## config.mk

```make
export PLATFORM = sky130hd
export DESIGN_NAME = uart_rx_frame_ctrl
export DESIGN_NICKNAME = d
export VERILOG_FILES = /design/src/rtl/uart_rx_pkg.sv /design/src/rtl/uart_rx_bit_timer.sv /design/src/rtl/uart_rx_frame_ctrl.sv
export SDC_FILE = /design/constraint.sdc
export NUM_CORES = 1
export LEC_CHECK = 0
export ABC_AREA = 0
export BUFFER_PORTS_ARGS = -buffer_cell sky130_fd_sc_hd__buf_2
export CELL_PAD_IN_SITES_DETAIL_PLACEMENT = 0
export CELL_PAD_IN_SITES_GLOBAL_PLACEMENT = 1
export CORE_MARGIN = 1
export CORE_UTILIZATION = 38
export DETAILED_ROUTE_END_ITERATION = 6
export PLACE_DENSITY = 0.82
export SYNTH_ARGS = -nofsm -noshare
export SYNTH_HDL_FRONTEND = slang
export SYNTH_SLANG_ARGS = --single-unit
```

## constraint.sdc

```tcl
create_clock -name clk -period 1.75 [get_ports clk]
set_input_delay 0.2625 -clock clk [delete_from_list [all_inputs] [get_ports clk]]
set_output_delay 0.2625 -clock clk [all_outputs]
set_load 0.005 [all_outputs]
```

## src/rtl/uart_rx_pkg.sv

```systemverilog
// Shared types and constants for the UART receive frame sequencer.
// UART_RX_PARITY_EN adds the PARITY state and the parity config fields.
package uart_rx_pkg;

  localparam int unsigned MIN_DATA_BITS = 5;

  typedef enum logic [2:0] {
    IDLE,
    START,
    DATA,
`ifdef UART_RX_PARITY_EN
    PARITY,
`endif
    STOP1,
    STOP2
  } rx_state_e;

  typedef struct packed {
    logic [3:0] data_bits;
    logic       stop_bits2;
`ifdef UART_RX_PARITY_EN
    logic       parity_en;
    logic       parity_odd;
`endif
  } rx_cfg_t;

  // Tick index of the start-bit midpoint and of every later bit's midpoint.
  function automatic int unsigned os_mid(input int unsigned os);
    return os / 2 - 1;
  endfunction

  function automatic int unsigned os_last(input int unsigned os);
    return os - 1;
  endfunction

  function automatic logic [3:0] clamp_bits(input logic [3:0] req, input logic [3:0] max_bits);
    if (req < 4'(MIN_DATA_BITS)) return 4'(MIN_DATA_BITS);
    if (req > max_bits) return max_bits;
    return req;
  endfunction

endpackage

```

## src/rtl/uart_rx_bit_timer.sv

```systemverilog
// Oversample counter for the UART receiver: counts baud ticks within a bit and
// fires strike_o on the tick that lands on the sampling point.
module uart_rx_bit_timer
  import uart_rx_pkg::*;
#(
  parameter int unsigned OVERSAMPLE = 16
) (
  input  logic clk,
  input  logic rst,
  input  logic clear_i,
  input  logic baud_tick_i,
  input  logic mid_phase_i,
  output logic strike_o
);

  localparam int unsigned CW = $clog2(OVERSAMPLE);
  localparam logic [CW-1:0] MID  = CW'(os_mid(OVERSAMPLE));
  localparam logic [CW-1:0] LAST = CW'(os_last(OVERSAMPLE));

  logic [CW-1:0] os_cnt_q, os_cnt_d;

  always_comb begin
    strike_o = baud_tick_i && (os_cnt_q == (mid_phase_i ? MID : LAST));
    os_cnt_d = os_cnt_q;
    if (clear_i || strike_o) os_cnt_d = '0;
    else if (baud_tick_i) os_cnt_d = os_cnt_q + CW'(1);
  end

  always_ff @(posedge clk or posedge rst) begin
    if (rst) os_cnt_q <= '0;
    else     os_cnt_q <= os_cnt_d;
  end

endmodule

```

## src/rtl/uart_rx_frame_ctrl.sv

```systemverilog
// UART receive frame sequencer: start detection, mid-bit strobes, stop/parity checks.
// Parity support is compiled in only when UART_RX_PARITY_EN is defined.
module uart_rx_frame_ctrl
  import uart_rx_pkg::*;
#(
  parameter int unsigned MAX_DATA_BITS = 9,
  parameter int unsigned OVERSAMPLE    = 16
) (
  input  logic       clk,
  input  logic       rst,
  input  logic       baud_tick,
  input  logic       rx_sync,
  input  logic [3:0] data_bits,
  input  logic       parity_en,
  input  logic       parity_odd,
  input  logic       stop_bits2,
  output logic       sample_enable,
  output logic [3:0] bit_count,
  output logic       is_data_bit,
  output logic       frame_complete,
  output logic       parity_error,
  output logic       framing_error,
  output logic       break_detect,
  output logic       busy
);

  localparam logic [3:0] MAX_BITS = 4'(MAX_DATA_BITS);

  rx_state_e  state_q, state_d;
  rx_cfg_t    cfg_q, cfg_d;
  logic       armed_q, armed_d;
  logic [3:0] bit_cnt_q, bit_cnt_d;
  logic       smp_en_q, smp_en_d;
  logic       is_data_q, is_data_d;
  logic       done_q, done_d;
  logic       ferr_acc_q, ferr_acc_d, brk_acc_q, brk_acc_d;
  logic       ferr_q, ferr_d, brk_q, brk_d;
  logic       strike, last_stop;

`ifdef UART_RX_PARITY_EN
  logic par_q, par_d, perr_acc_q, perr_acc_d, perr_q, perr_d;
`else
  logic unused_par_cfg;
  assign unused_par_cfg = parity_en ^ parity_odd;
`endif

  uart_rx_bit_timer #(.OVERSAMPLE(OVERSAMPLE)) u_timer (
    .clk         (clk),
    .rst         (rst),
    .clear_i     (state_q == IDLE),
    .baud_tick_i (baud_tick),
    .mid_phase_i (state_q == START),
    .strike_o    (strike)
  );

  always_comb begin
    state_d    = state_q;
    cfg_d      = cfg_q;
    armed_d    = armed_q;
    bit_cnt_d  = bit_cnt_q;
    smp_en_d   = 1'b0;
    is_data_d  = 1'b0;
    done_d     = 1'b0;
    ferr_acc_d = ferr_acc_q;
    brk_acc_d  = brk_acc_q;
    ferr_d     = ferr_q;
    brk_d      = brk_q;
    last_stop  = 1'b0;
`ifdef UART_RX_PARITY_EN
    par_d      = par_q;
    perr_acc_d = perr_acc_q;
    perr_d     = perr_q;
`endif

    // Index advances one cycle after its strobe so it is stable during the strobe.
    if (smp_en_q && is_data_q && (bit_cnt_q != cfg_q.data_bits - 4'd1))
      bit_cnt_d = bit_cnt_q + 4'd1;

    case (state_q)
      IDLE: begin
        if (rx_sync) armed_d = 1'b1;
        else if (armed_q) begin
          state_d         = START;
          cfg_d.data_bits = clamp_bits(data_bits, MAX_BITS);
          cfg_d.stop_bits2 = stop_bits2;
`ifdef UART_RX_PARITY_EN
          cfg_d.parity_en  = parity_en;
          cfg_d.parity_odd = parity_odd;
`endif
        end
      end
      START: if (strike) begin
        if (!rx_sync) begin
          state_d    = DATA;
          bit_cnt_d  = '0;
          ferr_acc_d = 1'b0;
          brk_acc_d  = 1'b1;
`ifdef UART_RX_PARITY_EN
          par_d      = 1'b0;
          perr_acc_d = 1'b0;
`endif
        end else begin
          state_d = IDLE;
        end
      end
      DATA: if (strike) begin
        smp_en_d  = 1'b1;
        is_data_d = 1'b1;
        brk_acc_d = brk_acc_q & ~rx_sync;
`ifdef UART_RX_PARITY_EN
        par_d = par_q ^ rx_sync;
        if (bit_cnt_q == cfg_q.data_bits - 4'd1) state_d = cfg_q.parity_en ? PARITY : STOP1;
`else
        if (bit_cnt_q == cfg_q.data_bits - 4'd1) state_d = STOP1;
`endif
      end
`ifdef UART_RX_PARITY_EN
      PARITY: if (strike) begin
        smp_en_d   = 1'b1;
        brk_acc_d  = brk_acc_q & ~rx_sync;
        perr_acc_d = par_q ^ rx_sync ^ cfg_q.parity_odd;
        state_d    = STOP1;
      end
`endif
      STOP1: if (strike) begin
        smp_en_d   = 1'b1;
        ferr_acc_d = ferr_acc_q | ~rx_sync;
        brk_acc_d  = brk_acc_q & ~rx_sync;
        if (cfg_q.stop_bits2) state_d = STOP2;
        else last_stop = 1'b1;
      end
      STOP2: if (strike) begin
        smp_en_d   = 1'b1;
        ferr_acc_d = ferr_acc_q | ~rx_sync;
        brk_acc_d  = brk_acc_q & ~rx_sync;
        last_stop  = 1'b1;
      end
      default: state_d = IDLE;
    endcase

    if (last_stop) begin
      done_d  = 1'b1;
      ferr_d  = ferr_acc_d;
      brk_d   = brk_acc_d;
      armed_d = 1'b0;
      state_d = IDLE;
`ifdef UART_RX_PARITY_EN
      perr_d  = perr_acc_d;
`endif
    end
  end

  always_ff @(posedge clk or posedge rst) begin
    if (rst) begin
      state_q    <= IDLE;
      cfg_q      <= '0;
      armed_q    <= 1'b0;
      bit_cnt_q  <= '0;
      smp_en_q   <= 1'b0;
      is_data_q  <= 1'b0;
      done_q     <= 1'b0;
      ferr_acc_q <= 1'b0;
      brk_acc_q  <= 1'b0;
      ferr_q     <= 1'b0;
      brk_q      <= 1'b0;
`ifdef UART_RX_PARITY_EN
      par_q      <= 1'b0;
      perr_acc_q <= 1'b0;
      perr_q     <= 1'b0;
`endif
    end else begin
      state_q    <= state_d;
      cfg_q      <= cfg_d;
      armed_q    <= armed_d;
      bit_cnt_q  <= bit_cnt_d;
      smp_en_q   <= smp_en_d;
      is_data_q  <= is_data_d;
      done_q     <= done_d;
      ferr_acc_q <= ferr_acc_d;
      brk_acc_q  <= brk_acc_d;
      ferr_q     <= ferr_d;
      brk_q      <= brk_d;
`ifdef UART_RX_PARITY_EN
      par_q      <= par_d;
      perr_acc_q <= perr_acc_d;
      perr_q     <= perr_d;
`endif
    end
  end

  assign sample_enable  = smp_en_q;
  assign bit_count      = bit_cnt_q;
  assign is_data_bit    = is_data_q;
  assign frame_complete = done_q;
  assign framing_error  = ferr_q;
  assign break_detect   = brk_q;
  assign busy           = (state_q != IDLE);
`ifdef UART_RX_PARITY_EN
  assign parity_error   = perr_q;
`else
  assign parity_error   = 1'b0;
`endif

endmodule
```

==> impl_metrics.py, run 1 <==
metrics = {
    "status": {
        "outcome": "finished with violations",
        "violations": "negative setup slack",
    },
    "clock_network": {
        "cts_root_buffer": "clkbuf_4",
        "cts_tree": "built",
        "cts.sinks": 24,
        "clock_latency_ns": 0.32,
        "numCtsBuffers": 3,
        "clk_transition_reported_paths_ns": 0.13,
        "cts_max_level": 1,
        "cts_buffer_depth": 2,
    },
    "setup_path": {
        "crit_buf_inv": 2,
        "crit_arrival_ns": 2.08,
        "cp-startpoint": "cfg_q[1]$_DFFE_PP0P_",
        "slowest_delay_ns": 0.40,
        "path_max_fanout": 4,
        "cp-start-kind": "register",
        "reg2reg_depth": 8,
        "rrSetupSlack_ns": -0.06,
        "r2r-end": "bit_count[3]$_DFF_PP0_",
        "crit_chain": "inv_2 > ha_4 > xnor2_4 > xnor2_2 > buf_4 > o311ai_4 > or3_1 > a21oi_2",
        "r2r-start": "cfg_q[1]$_DFFE_PP0P_",
        "cp_top_family": "flip-flops",
        "worstSetupPathType": "reg2reg",
        "worstPathRequired_ns": 2.02,
        "crit_path_end_kind": "register",
        "slowest_stage": "dfrtp_1",
    },
    "die": {
        "die_h_um": 62.3,
        "fp.dieW_um": 62.3,
        "pin_count": 22,
        "num_rows": 21,
        "die_area_um2": 3880,
        "core_um2": 3420,
        "start_util": 0.404,
    },
    "power": {
        "power_uw": 2670,
        "p_sw_frac": 0.379,
        "power_density_nw_per_um2": 1470,
        "power_frac_clock": 0.149,
        "combinationalPowerShare": 0.506,
        "seq_power_share": 0.345,
        "irDropWorstVdd_v": 0.000867,
        "power.internal_uw": 1660,
        "switching_power_uw": 1010,
        "leakage_uw": 0.000833,
    },
    "detailed_routing": {
        "routedWlPerCell_um": 12.8,
        "dr_total_vias": 1115,
        "drt_first_pass_iters": 4,
        "drc": 0,
        "viasPerCell": 5.09,
        "drtIter0Drc": 44,
        "final_antenna_net_count": 0,
        "routed_wl_um": 2810,
    },
    "global_route": {
        "grt_use_total": 0.157,
        "antenna_found_initial": 0,
        "grt_overflow_total": 0,
        "grt_pass1_vias": 1037,
        "grt_start_max_net_pins": 25,
        "grt_first_pass_wirelength_um": 4830,
    },
    "finish": {
        "register_area_um2": 604,
        "areaGrowthSynthToFinish_pct": 31.6,
        "stdcell_area_um2": 1820,
        "fin_nets": 188,
        "antenna-diode-count": 0,
        "drive_gt1_frac": 0.399,
        "nFillCells": 304,
        "fin_util": 0.532,
        "multi_input_area_um2": 833,
    },
    "min_path": {
        "hold_depth": 2,
        "hold_end": "cfg_q[3]$_DFFE_PP0P_",
        "hp-class": "in2reg",
        "hp-start": "data_bits[3]",
    },
    "logic_synthesis": {
        "avgSynthCellArea_um2": 9.93,
        "yosys.cell_types.count": 43,
        "synth_nets": 153,
        "ys_warn_count": 0,
        "ys_ff_latch": 24,
        "synthCells": 139,
        "synth_area_um2": 1380,
        "yosysSeqAreaShare": 0.435,
    },
    "placed_design": {
        "placed_area_um2": 1560,
        "gp_routability_congestion": 0.780,
        "io_buffers": 18,
        "place_ws_ns": -0.0790,
        "hpwl_um": 1960,
    },
    "timing": {
        "rsz0062_at_grt": "yes",
        "finalMaxSlewViolations": 0,
        "fmax_ghz": 0.552,
        "setup_violations": 3,
        "finalCritPeriodShare": 1.04,
        "fin_skew_ns": 0.0126,
        "hold_ws_ns": 0.146,
        "finalCriticalPeriod_ns": 1.81,
        "fin_ws_ns": -0.0625,
        "final-hold-violation-count": 0,
    },
    "job": {
        "drv_cap": 0,
    },
}
==> sequential cells by signal, indices dropped and copies added (netlist names) <==
signal	flops
cfg_q	5
bit_count	4
u_timer.os_cnt_q	4
state_q	3
armed_q	1
break_detect	1
brk_acc_q	1
ferr_acc_q	1
frame_complete	1
framing_error	1
is_data_bit	1
sample_enable	1
==> cells in the mapped netlist, drive strengths merged <==
cell    count  area, um^2
a21oi      10        50.1
and4        1        11.3
and3        3        20.0
mux2i       5        50.1
nor3        6        35.0
o311ai      1        8.76
mux2        5        56.3
or4         1        7.51
nand2b      1        6.26
dfrtp      24         601
a211oi      1        12.5
xnor2       7        61.3
o311a       1        10.0
or3         2        12.5
a41o        1        10.0
xor2        4        35.0
nor2b       1        6.26
conb        1        3.75
nand4       1        6.26
o21a        2        15.0
and2b       1        7.51
ha          3        37.5
buf         5        52.6
o41ai       1        8.76
a22oi       1        7.51
nor2       14        52.6
or3b        1        8.76
nor4        2        27.5
nand3b      1        7.51
nand3       3        15.0
clkbuf      2        7.51
nand2       8        30.0
inv         9        33.8
nor3b       1        12.5
a22o        1        8.76
o221ai      1        8.76
o21ai       7        35.0
==> power groups by stage <==
stage | combinational (uW) | sequential (uW) | clock (uW)
after global routing | 1490 | 947 | 432
after detailed placement | 909 | 884 | 0
after floorplan | 692 | 842 | 0
after global placement | 880 | 878 | 0
after CTS | 1160 | 898 | 411
final | 1350 | 920 | 398
==> logic make-up after synthesis <==
kind of cell | after synthesis | share of synthesized area
AND/OR/NAND/NOR | 47 | 0.193
AO/OA/AOI/OAI | 27 | 0.127
flip-flops | 24 | 0.435
buffers and inverters | 16 | 0.0680
XOR/XNOR | 11 | 0.0698
multiplexers | 10 | 0.0771
adder cells (fa/ha/maj) | 3 | 0.0272
other | 1 | 0.00272
==> routing by layer <==
metal	track usage	vias up	part of all wire
met5	0	-	0
met4	0.0436	0	0.013
met3	0.0404	4	0.034
met2	0.266	21	0.48
met1	0.198	536	0.47
li1	-	554	-
==> worst max path at each step <==
stage / slack (ns) / cells after the start / to
6_report: -0.06 / 8 / bit_count[3]$_DFF_PP0_
5_1_grt: -0.12 / 6 / state_q[0]$_DFFE_PP0P_
2_1_floorplan: 0.007 / 7 / state_q[1]$_DFFE_PP0P_
3_3_place_gp: -0.007 / 7 / state_q[1]$_DFFE_PP0P_
3_5_place_dp: -0.08 / 7 / state_q[1]$_DFFE_PP0P_
4_1_cts: -0.005 / 7 / state_q[1]$_DFFE_PP0P_
==> through the flow <==
| stage | std cells | TNS, ns |
|---|---|---|
| global route | 219 | -0.599 |
| global placement | 207 | -0.00735 |
| floorplan | 139 | 0 |
| CTS | 216 | -0.0101 |
| finish | 219 | -0.112 |
| detailed placement | 207 | -0.0968 |
==> layout by cell type, fill, tap and decap left out, types with 2 or more instances in the layout <==
master    count
dfrtp_1      21
buf_2        18
buf_4        18
nor2_1       14
a21oi_1       9
inv_1         8
nand2_1       7
mux2i_1       5
o21ai_0       4
mux2_2        3
xnor2_2       3
xnor2_1       3
xor2_1        3
o21ai_1       3
nor3_1        3
clkbuf_4      3
dfrtp_2       3
nor3_4        2
and3_1        2
nand3_1       2
o21a_1        2
or3_1         2
ha_4          2
==> repair_timing <==
item                                    4_1_cts  5_1_grt
pin swaps                                     8        4
buffers inserted                              4        3
hold endpoints to repair                     24        0
gates resized for setup                      16        9
endpoints found under the setup margin        5        9
hold buffers                                  1        0
cloned                                        0        0
==> final cells by class <==
class                   count  area share
well taps                  46      0.0317
inverters                   9      0.0186
repair buffers             37       0.129
clock buffers               3      0.0124
multi-input cells          99       0.459
flip-flops and latches     24       0.333
clock inverters             1      0.0165
Note: power is estimated with default switching activity, not from simulation.
==> run 2: changes to the inputs <==
CELL_PAD_IN_SITES_DETAIL_PLACEMENT = 2   (was 0)
CELL_PAD_IN_SITES_GLOBAL_PLACEMENT = 2   (was 1)
CORE_UTILIZATION = 31   (was 38)
==> run 2 against run 1 <==
The flow still finishes with violations (negative setup slack). Largest power group unchanged. Maximum frequency up 0.77%. Cell count up 0.91%. Clock-buffer cell count unchanged. Largest cell class unchanged. First-iteration DRC count down 57%. Die area up 22%.
==> impl_metrics.py, run 2 (same netlist as run 1, synthesis figures left out) <==
metrics = {
    "status": {
        "outcome": "finished with violations",
        "violations": "negative setup slack",
    },
    "timing": {
        "finalCritPeriodShare": 1.03,
        "setup_violations": 2,
        "fin_skew_ns": 0.00109,
        "finalMaxSlewViolations": 0,
        "fin_tns_setup_ns": -0.0936,
        "finalCriticalPeriod_ns": 1.80,
        "final-hold-violation-count": 0,
        "rsz0062_at_grt": "yes",
        "fin_ws_ns": -0.0487,
        "fmax_ghz": 0.556,
    },
    "finish": {
        "largest_reg_flops": 5,
        "nFillCells": 462,
        "stdcell_count": 221,
        "fin_nets": 187,
        "fin_util": 0.420,
        "areaGrowthSynthToFinish_pct": 26.2,
        "multi_input_area_um2": 777,
        "antenna-diode-count": 0,
        "mostFrequentLayoutCells": "dfrtp_1, buf_2, buf_4",
        "drive_gt1_frac": 0.374,
        "register_area_um2": 604,
        "regMostFlops": "cfg_q",
        "layout_commonest_cell": "dfrtp_1",
    },
    "die": {
        "pin_count": 22,
        "start_util": 0.333,
        "fp.dieW_um": 68.7,
        "die_h_um": 68.7,
        "num_rows": 23,
        "core_um2": 4140,
        "die_area_um2": 4720,
    },
    "setup_path": {
        "crit_buf_inv": 2,
        "crit_arrival_ns": 1.99,
        "r2r-start": "cfg_q[1]$_DFFE_PP0P_",
        "slowest_stage": "dfrtp_1",
        "reg2reg_depth": 8,
        "rrSetupSlack_ns": -0.05,
        "worstPathRequired_ns": 1.94,
        "crit_path_end_kind": "register",
        "path_max_fanout": 3,
        "cp-start-kind": "register",
        "cp_top_family": "flip-flops",
        "worstSetupPathType": "reg2reg",
        "r2r-end": "state_q[0]$_DFFE_PP0P_",
        "crit_chain": "inv_2 > ha_4 > xnor2_4 > xnor2_2 > nor3_2 > a211oi_2 > buf_4 > mux2i_1",
        "slowest_delay_ns": 0.38,
    },
    "detailed_routing": {
        "drt_first_pass_iters": 4,
        "dr_total_vias": 1153,
        "final_antenna_net_count": 0,
        "routedWlPerCell_um": 17.1,
        "drc": 0,
        "viasPerCell": 5.22,
        "routed_wl_um": 3780,
        "drtIter0Drc": 19,
    },
    "clock_network": {
        "clock_latency_ns": 0.27,
        "cts_max_level": 1,
        "cts_tree": "built",
        "clk_transition_reported_paths_ns": 0.08,
        "cts_buffer_depth": 2,
        "cts_root_buffer": "clkbuf_8",
        "cts.sinks": 24,
        "cts_hold_buffers": 0,
        "numCtsBuffers": 3,
    },
    "global_route": {
        "grt_start_max_net_pins": 25,
        "grt_first_pass_wirelength_um": 6000,
        "grt_overflow_total": 0,
        "grt_pass1_vias": 1240,
        "grt_use_total": 0.179,
        "antenna_found_initial": 0,
    },
    "power": {
        "power_density_nw_per_um2": 1440,
        "leakage_uw": 0.000801,
        "irDropWorstVdd_v": 0.000477,
    },
    "min_path": {
        "hp-class": "in2async",
    },
    "placed_design": {
        "hpwl_um": 2600,
        "io_buffers": 18,
        "dp_cells": 211,
        "gp_routability_congestion": 0.782,
    },
    "job": {
        "drv_cap": 0,
    },
}
-- run 2: changes by cell type in the layout (fill, tap and decap cells not counted), sizes merged --
cell	before	now
dlygate4sd3	1	0
buf	36	35
clkbuf	3	4
bufinv	1	0
-- run 2: worst max-delay path by stage --
stage / from / endpoint / slack [ns] / cells past startpoint
6_report: cfg_q[1]$_DFFE_PP0P_ / state_q[0]$_DFFE_PP0P_ / -0.05 / 8
5_1_grt: cfg_q[1]$_DFFE_PP0P_ / state_q[0]$_DFFE_PP0P_ / -0.14 / 8
4_1_cts: u_timer.os_cnt_q[0]$_DFFE_PP0P_ / state_q[1]$_DFFE_PP0P_ / -0.02 / 5
3_5_place_dp: cfg_q[1]$_DFFE_PP0P_ / state_q[1]$_DFFE_PP0P_ / -0.09 / 7
3_3_place_gp: cfg_q[1]$_DFFE_PP0P_ / state_q[1]$_DFFE_PP0P_ / -0.02 / 7
2_1_floorplan: cfg_q[1]$_DFFE_PP0P_ / state_q[1]$_DFFE_PP0P_ / 0.007 / 7
-- run 2: per-stage QoR --
step / hold WS, ns / setup slack (ns) / power (uW) / area (um^2)
floorplan: 0.277 / 0.00671 / 1530 / 1390
global placement: 0.321 / -0.0162 / 1790 / 1560
detailed placement: 0.335 / -0.0875 / 1870 / 1560
CTS: 0.0320 / -0.0192 / 2420 / 1700
global route: 0.0812 / -0.141 / 2700 / 1740
finish: 0.0239 / -0.0487 / 2510 / 1740
-- run 2: worst register-to-register path, delay by kind of cell (launching register included) --
family / cells / cell delay, ns
xor gates and xnor gates: 2 / 0.38
AOI/OAI and AO/OA: 1 / 0.30
muxes: 1 / 0.19
buffers and inverters: 2 / 0.22
adders and majority gates: 1 / 0.18
DFF: 1 / 0.38
and+or+nand+nor: 1 / 0.07
-- run 2: layer usage --
layer	wire [um]	vias up	track usage	share of wire
met2	2080	21	0.347	0.55
met4	69	0	0.0689	0.018
li1	-	545	-	-
met5	0	-	0	0
met1	1520	580	0.196	0.40
met3	102	7	0.0214	0.027
-- run 2: power by group --
part           internal [uW]  switching [uW]
Clock                    154             179
Sequential               706             203
Combinational            642             625
Total                   1500            1010
-- run 2: layout make-up --
cell class | count | area share
repair buffers | 36 | 0.128
well taps | 50 | 0.0359
flip-flops and latches | 24 | 0.347
clock buffers | 3 | 0.0237
inverters | 9 | 0.0194
multi-input cells | 99 | 0.446
-- run 2: repair_timing --
item	CTS	global route
setup buffers	5	2
gates resized for setup	13	5
pin swaps	6	6
setup endpoints to repair	5	10
endpoints found under the hold margin	0	0
